File: src/rtl/idli_pkg.sv
// -----------------------------------------------------------------------------
// idli_pkg
//  Shared types and constants for the idli memory controller.
//  Contents:
//   ctr_t       GCK phase counter type; one memory window spans ctr 0..3
//   mc_state_t  controller window state
//   mc_kind_t   what a redirect window sends as its address
//   MC_CNT_W    width of the setup window counter
//   MC_SETUP_RD windows from end of a redirect window to first read data window
//   MC_SETUP_WR windows from end of a redirect window to first write data window
// -----------------------------------------------------------------------------
package idli_pkg;

   typedef logic [1:0] ctr_t;

   typedef enum logic [1:0] {
      FETCH,
      REDIR,
      SETUP,
      LS_DATA
   } mc_state_t;

   typedef enum logic [1:0] {
      BR,
      LS,
      PC
   } mc_kind_t;

   localparam int unsigned MC_CNT_W = 3;

   // Both values must lie in 1..7: the setup counter never wraps.
   localparam logic [MC_CNT_W-1:0] MC_SETUP_RD = 3'd5;
   localparam logic [MC_CNT_W-1:0] MC_SETUP_WR = 3'd4;

endpackage : idli_pkg

File: src/rtl/idli_mem_ctl_m.sv
// -----------------------------------------------------------------------------
// idli_mem_ctl_m
//  Schedules the shared SQI memory pair between the instruction fetch stream,
//  branch redirects and load/store requests, and drives the redirect,
//  write-enable, stall and slice inputs of idli_sqi_m. The memory works in
//  windows of four GCK cycles (i_mc_ctr 0..3); every state change takes effect
//  at a window boundary so the controller tracks the memory's phase exactly.
//
//  Ports
//   i_sqi_gck       core clock (2x SCK)
//   i_sqi_rst_n     asynchronous active-low reset
//   i_mc_ctr        GCK phase counter, 0 marks the first cycle of a window
//   i_mc_br_req     branch redirect request, held until o_mc_br_gnt
//   i_mc_br_slice   branch target nibble, little-endian, one per phase
//   i_mc_ls_req     load/store request, held until o_mc_ls_gnt
//   i_mc_ls_wr      1 = store, 0 = load
//   i_mc_ls_slice   load/store address nibble, one per phase
//   i_mc_st_slice   store data nibble, one per phase
//   i_mc_st_vld     store data available this window
//   i_mc_pc_slice   return PC nibble, sent after a load/store completes
//   o_mc_br_gnt     1-cycle pulse: branch accepted
//   o_mc_ls_gnt     1-cycle pulse: load/store accepted
//   o_mc_ls_done    1-cycle pulse: load data valid / store written
//   o_mc_fetch_vld  qualifies the memory's instruction-valid output
//   o_mc_redirect   to i_sqi_redirect
//   o_mc_wr_en      to i_sqi_wr_en
//   o_mc_stall      to i_sqi_stall
//   o_mc_slice      to i_sqi_slice: address or store data nibble
//   o_mc_redir_cnt  (IDLI_MEM_CTL_PERF_EN only) count of redirect windows
//
//  Configuration
//   IDLI_MEM_CTL_PERF_EN  when defined, adds the 16-bit o_mc_redir_cnt
//                         counter of redirect windows (wraps, resets to 0).
// -----------------------------------------------------------------------------
module idli_mem_ctl_m
   import idli_pkg::*;
#(
   parameter logic [MC_CNT_W-1:0] SETUP_RD = MC_SETUP_RD,
   parameter logic [MC_CNT_W-1:0] SETUP_WR = MC_SETUP_WR
) (
   input  logic       i_sqi_gck,
   input  logic       i_sqi_rst_n,
   input  ctr_t       i_mc_ctr,
   input  logic       i_mc_br_req,
   input  logic [3:0] i_mc_br_slice,
   input  logic       i_mc_ls_req,
   input  logic       i_mc_ls_wr,
   input  logic [3:0] i_mc_ls_slice,
   input  logic [3:0] i_mc_st_slice,
   input  logic       i_mc_st_vld,
   input  logic [3:0] i_mc_pc_slice,
   output logic       o_mc_br_gnt,
   output logic       o_mc_ls_gnt,
   output logic       o_mc_ls_done,
   output logic       o_mc_fetch_vld,
   output logic       o_mc_redirect,
   output logic       o_mc_wr_en,
   output logic       o_mc_stall,
   output logic [3:0] o_mc_slice
`ifdef IDLI_MEM_CTL_PERF_EN
  ,output logic [15:0] o_mc_redir_cnt
`endif
);

   mc_state_t           state_q;
   mc_kind_t            kind_q;       // kind of the current/last redirect
   mc_kind_t            pend_kind_q;  // kind accepted at this window's start
   logic                pend_q;       // a request was granted in this FETCH window
   logic                pend_wr_q;    // granted request is a store
   logic [MC_CNT_W-1:0] cnt_q;        // setup windows remaining
   logic                wr_en_q;      // held from one redirect to the next
   logic                stall_q;      // store data missing for this window

   logic win_start;
   logic win_end;
   logic stall_now;

   assign win_start = (i_mc_ctr == 2'd0);
   assign win_end   = (i_mc_ctr == 2'd3);

   // A grant is taken at the first cycle of a FETCH window, but the state only
   // moves at the window's last cycle so the redirect window lines up with
   // ctr 0..3. The request kind is parked in pend_* for the rest of the window
   // because the requester drops its request once granted.
   // NOTE: sequential state uses non-blocking assignments only; every register
   // here, including the pending-request holding registers, gets a reset value
   // so a reset mid-operation discards any grant in flight.
   always_ff @(posedge i_sqi_gck or negedge i_sqi_rst_n) begin
      if (!i_sqi_rst_n) begin
         state_q     <= FETCH;
         kind_q      <= BR;
         pend_kind_q <= BR;
         pend_q      <= 1'b0;
         pend_wr_q   <= 1'b0;
         cnt_q       <= '0;
         wr_en_q     <= 1'b0;
         stall_q     <= 1'b0;
      end else begin
         unique case (state_q)
            FETCH: begin
               if (win_start) begin
                  if (i_mc_br_req) begin
                     pend_q      <= 1'b1;
                     pend_kind_q <= BR;
                     pend_wr_q   <= 1'b0;
                  end else if (i_mc_ls_req) begin
                     pend_q      <= 1'b1;
                     pend_kind_q <= LS;
                     pend_wr_q   <= i_mc_ls_wr;
                  end
               end
               if (win_end && pend_q) begin
                  state_q <= REDIR;
                  kind_q  <= pend_kind_q;
                  wr_en_q <= pend_wr_q;
                  pend_q  <= 1'b0;
               end
            end

            REDIR: begin
               if (win_end) begin
                  state_q <= SETUP;
                  cnt_q   <= wr_en_q ? SETUP_WR : SETUP_RD;
               end
            end

            SETUP: begin
               if (win_end) begin
                  if (cnt_q == MC_CNT_W'(1)) begin
                     state_q <= (kind_q == LS) ? LS_DATA : FETCH;
                  end else begin
                     cnt_q <= cnt_q - MC_CNT_W'(1);
                  end
               end
            end

            LS_DATA: begin
               // A store without data stalls the memory for the whole window
               // and the data window is retried.
               if (win_start) begin
                  stall_q <= wr_en_q && !i_mc_st_vld;
               end
               if (win_end && !stall_q) begin
                  state_q <= REDIR;
                  kind_q  <= PC;
                  wr_en_q <= 1'b0;
               end
            end
         endcase
      end
   end

   // At ctr 0 the stall decision is not yet registered, so it is taken from
   // st_vld directly; for ctr 1..3 the registered decision holds it steady.
   assign stall_now = (state_q == LS_DATA) && wr_en_q &&
                      (win_start ? !i_mc_st_vld : stall_q);

   // Outputs decode the registered window state against the phase counter so
   // they line up with ctr 0..3 of the memory window they belong to.
   assign o_mc_br_gnt    = (state_q == FETCH) && win_start && i_mc_br_req;
   assign o_mc_ls_gnt    = (state_q == FETCH) && win_start && !i_mc_br_req && i_mc_ls_req;
   assign o_mc_ls_done   = (state_q == LS_DATA) && win_end && !stall_now;
   assign o_mc_fetch_vld = (state_q == FETCH);
   assign o_mc_redirect  = (state_q == REDIR);
   assign o_mc_wr_en     = wr_en_q;
   assign o_mc_stall     = stall_now;

   // NOTE: the combinational mux assigns a default first so no path can hold
   // the previous value and infer a latch.
   always_comb begin
      o_mc_slice = 4'h0;
      if (state_q == REDIR) begin
         unique case (kind_q)
            BR:      o_mc_slice = i_mc_br_slice;
            LS:      o_mc_slice = i_mc_ls_slice;
            default: o_mc_slice = i_mc_pc_slice;
         endcase
      end else if ((state_q == LS_DATA) && wr_en_q && !stall_now) begin
         o_mc_slice = i_mc_st_slice;
      end
   end

`ifdef IDLI_MEM_CTL_PERF_EN
   logic [15:0] redir_cnt_q;

   // Counted on the first cycle of each redirect window; wraps naturally.
   always_ff @(posedge i_sqi_gck or negedge i_sqi_rst_n) begin
      if (!i_sqi_rst_n) begin
         redir_cnt_q <= '0;
      end else if ((state_q == REDIR) && win_start) begin
         redir_cnt_q <= redir_cnt_q + 16'd1;
      end
   end

   assign o_mc_redir_cnt = redir_cnt_q;
`endif

endmodule : idli_mem_ctl_m

File: config.mk
export PLATFORM = sky130hd
export DESIGN_NAME = idli_mem_ctl_m
export DESIGN_NICKNAME = d
export VERILOG_FILES = /design/src/rtl/idli_pkg.sv /design/src/rtl/idli_mem_ctl_m.sv
export SDC_FILE = /design/constraint.sdc
export NUM_CORES = 1
export LEC_CHECK = 0
export ABC_AREA = 1
export ABC_CLOCK_PERIOD_IN_PS = 1600
export CORE_AREA = 2 2 51 53
export CTS_CLUSTER_DIAMETER = 150
export DETAILED_ROUTE_END_ITERATION = 6
export DIE_AREA = 0 0 53 55
export GPL_TIMING_DRIVEN = 0
export MAX_ROUTING_LAYER = met4
export PLACE_DENSITY = 0.86
export SYNTH_ARGS = -nofsm -noshare
export SYNTH_HDL_FRONTEND = slang
export SYNTH_SLANG_ARGS = --single-unit
File: constraint.sdc
create_clock -name i_sqi_gck -period 1.6 [get_ports i_sqi_gck]
set_input_delay 0.32 -clock i_sqi_gck [delete_from_list [all_inputs] [get_ports i_sqi_gck]]
set_output_delay 0.32 -clock i_sqi_gck [all_outputs]
set_load 0.005 [all_outputs]
==> flow_metrics.py <==
metrics = {
    "status": {
        "status": "finished with violations",
        "violations": "setup timing",
    },
    "timing": {
        "worst_slew_pin_slew_ns": 0.573,
        "fin_ws_ns": -0.192,
        "fin_crit_ns": 1.79,
        "fin_crit_sh": 1.12,
        "skew_ns": 0.00709,
        "hold_violations": 0,
        "final_max_slew_viol_count": 0,
        "slew_headroom": 0.617,
        "final-setup-viol-count": 8,
        "rsz0062_at_grt": "true",
        "fmax_mhz": 558,
    },
    "final_layout": {
        "final_nets": 243,
        "n_antenna_cell": 0,
        "fin_util": 0.704,
        "n_fill_cell": 192,
        "drive_above_1_share": 0.329,
        "syn2layout_area_growth_pct": 70.5,
    },
    "drt": {
        "viasPerCell": 4.93,
        "drc": 0,
        "drt_iter0_drc": 23,
        "postRouteAntennaNets": 0,
        "vias": 1183,
        "routedWlPerCell_um": 12.6,
        "routed_wl_um": 3030,
        "firstDrtPassIters": 4,
    },
    "global_route": {
        "gr-usage-all-layers": 0.200,
        "grt_start_max_net_pins": 13,
        "grt_overflow": 0,
        "antenna_found_initial": 0,
        "grt_pass1_vias": 985,
        "grt_pass1_wl_um": 4060,
    },
    "worst_setup_path": {
        "cp_max_fo": 4,
        "endpoint_kind": "output port",
        "cp-start-kind": "flop",
        "required_ns": 1.28,
        "path_class": "reg2out",
        "arrival_ns": 1.47,
    },
    "synth": {
        "yosysSeqAreaShare": 0.308,
        "syn_area_per_cell_um2": 6.42,
        "netlist_instances": 152,
        "synth_area_um2": 976,
        "synth_nets": 184,
        "ys_types": 18,
        "ys_ff_latch": 12,
        "synth_warnings": 0,
    },
    "die": {
        "core-area_mm2": 0.00236,
        "die_x_um": 53,
        "initial_utilization": 0.413,
        "io_pins": 35,
        "die-area_mm2": 0.00292,
        "chipHeight_um": 55,
        "num_rows": 18,
    },
    "power": {
        "power.leakage_uw": 0.000874,
        "total_power_uw": 2470,
        "ir_drop_mv": 1.05,
        "p_per_area_mw_per_mm2": 1490,
    },
    "place": {
        "io_buffers": 34,
        "dpl_worst_slack_ns": -0.720,
        "dp_hpwl_um": 1690,
        "place_congestion": 0.826,
    },
    "clock_network": {
        "clkTransAtPathRegs_ns": 0.10,
        "cts.sinks": 12,
        "cts_max_path_buffers": 2,
        "root_buffer": "clkbuf_4",
        "htree_levels": 1,
        "hold_buffers": 0,
        "cts_tree": "done",
        "cts_inserted_buffers": 3,
        "clock_latency_ns": 0.30,
    },
    "hold_path": {
        "hp-class": "in2async",
    },
    "flow_run": {
        "cap_violations": 0,
    },
}
-- what timing repair did --
| action | CTS | global route |
|---|---|---|
| gates cloned | 1 | 0 |
| setup endpoints to repair | 10 | 15 |
| pin swaps | 12 | 8 |
| resized for setup | 67 | 21 |
| buffers inserted | 12 | 7 |
| hold endpoints to repair | 0 | 0 |
-- cells in the mapped netlist, drive strengths merged --
cell    instances  area share
nand2          63        0.25
inv            26        0.10
nor2           15       0.076
nand3          13       0.067
dfrtp          12        0.31
o21ai          10       0.055
ha              8        0.10
a21boi          1      0.0077
a21oi           1      0.0090
buf             1       0.012
o21a            1      0.0077
or2             1      0.0064
-- final timing paths --
check	cells after the start	startpoint	endpoint	slack [ns]
max in group asynchronous	1	i_sqi_rst_n	state_q[0]	0.81
min reg2reg	2	stall_q	stall_q	0.52
min	1	i_sqi_rst_n	pend_wr_q	0.38
max	8	state_q[0]	o_mc_slice[0]	-0.19
min in group i_sqi_gck	2	stall_q	stall_q	0.52
max reg2reg	10	state_q[1]	state_q[1]	0.03
-- worst max-delay path, stage by stage, from the launching register on --
cell     delay, ns
dfrtp_2       0.43
buf_12        0.12
ha_4          0.13
nand2_4       0.05
buf_6         0.12
nor2_4        0.11
nand2_1       0.07
nand2_1       0.05
buf_2         0.10
-- per-layer routing --
metal / vias to the layer above / wire [um] / GRT usage
li1: 581 / - / -
met1: 536 / 1210 / 0.223
met2: 51 / 1450 / 0.363
met3: 15 / 242 / 0.0242
met4: 0 / 124 / 0.0897
met5: - / 0 / -
-- flip-flops by register name, indices dropped and copies added, names as in the netlist --
signal,cells
kind_q,2
o_mc_wr_en,1
cnt_q,3
pend_wr_q,1
stall_q,1
pend_kind_q,1
state_q,2
pend_q,1
-- placed cells by master (no fill, tap or decap) --
cell type / instances
nand2_1: 55
inv_1: 22
clkdlybuf4s50_1: 22
nand3_1: 12
buf_4: 12
buf_6: 11
dfrtp_1: 10
nor2_2: 7
buf_2: 7
o21ai_0: 6
nand2_2: 5
nor2_4: 4
inv_2: 4
nor2_1: 4
ha_4: 4
ha_1: 4
nand2_4: 3
clkbuf_4: 3
o21ai_2: 2
o21ai_1: 2
dlygate4sd2_1: 2
dfrtp_2: 2
nand3_2: 1
a21boi_0: 1
a21oi_2: 1
o21a_1: 1
or2_2: 1
clkbuf_8: 1
buf_12: 1
-- cell type report --
type / count / area, um^2 / area share
Multi-Input combinational cell: 113 / 683 / 0.411
Timing Repair Buffer: 54 / 495 / 0.298
Sequential cell: 12 / 303 / 0.182
Inverter: 26 / 97.6 / 0.0586
Tap cell: 30 / 37.5 / 0.0226
Clock buffer: 4 / 36.3 / 0.0218
Buffer: 1 / 11.3 / 0.00677
-- where the power goes --
part / internal (uW) / total [uW] / switching, uW
registers: 426 / 533 / 107
logic: 844 / 1670 / 823
clock network: 139 / 274 / 135
total: 1410 / 2470 / 1060
-- cell families after synthesis --
| family | synth area share |
|---|---|
| compound gates | 0.0795 |
| simple gates | 0.399 |
| fa+ha+maj | 0.103 |
| buf+inv | 0.112 |
| flops | 0.308 |
-- stage by stage --
stage | hold WS (ns) | TNS (ns) | instance area [um^2] | std cells
2_1_floorplan | 0.0244 | 0 | 976 | 152
3_3_place_gp | 0.466 | -5.00 | 1350 | 216
3_5_place_dp | 0.465 | -4.99 | 1350 | 216
4_1_cts | 0.410 | -0.917 | 1550 | 233
5_1_grt | 0.440 | -1.74 | 1660 | 240
6_report | 0.376 | -1.22 | 1660 | 240
Power figures use the tool's default switching activity.
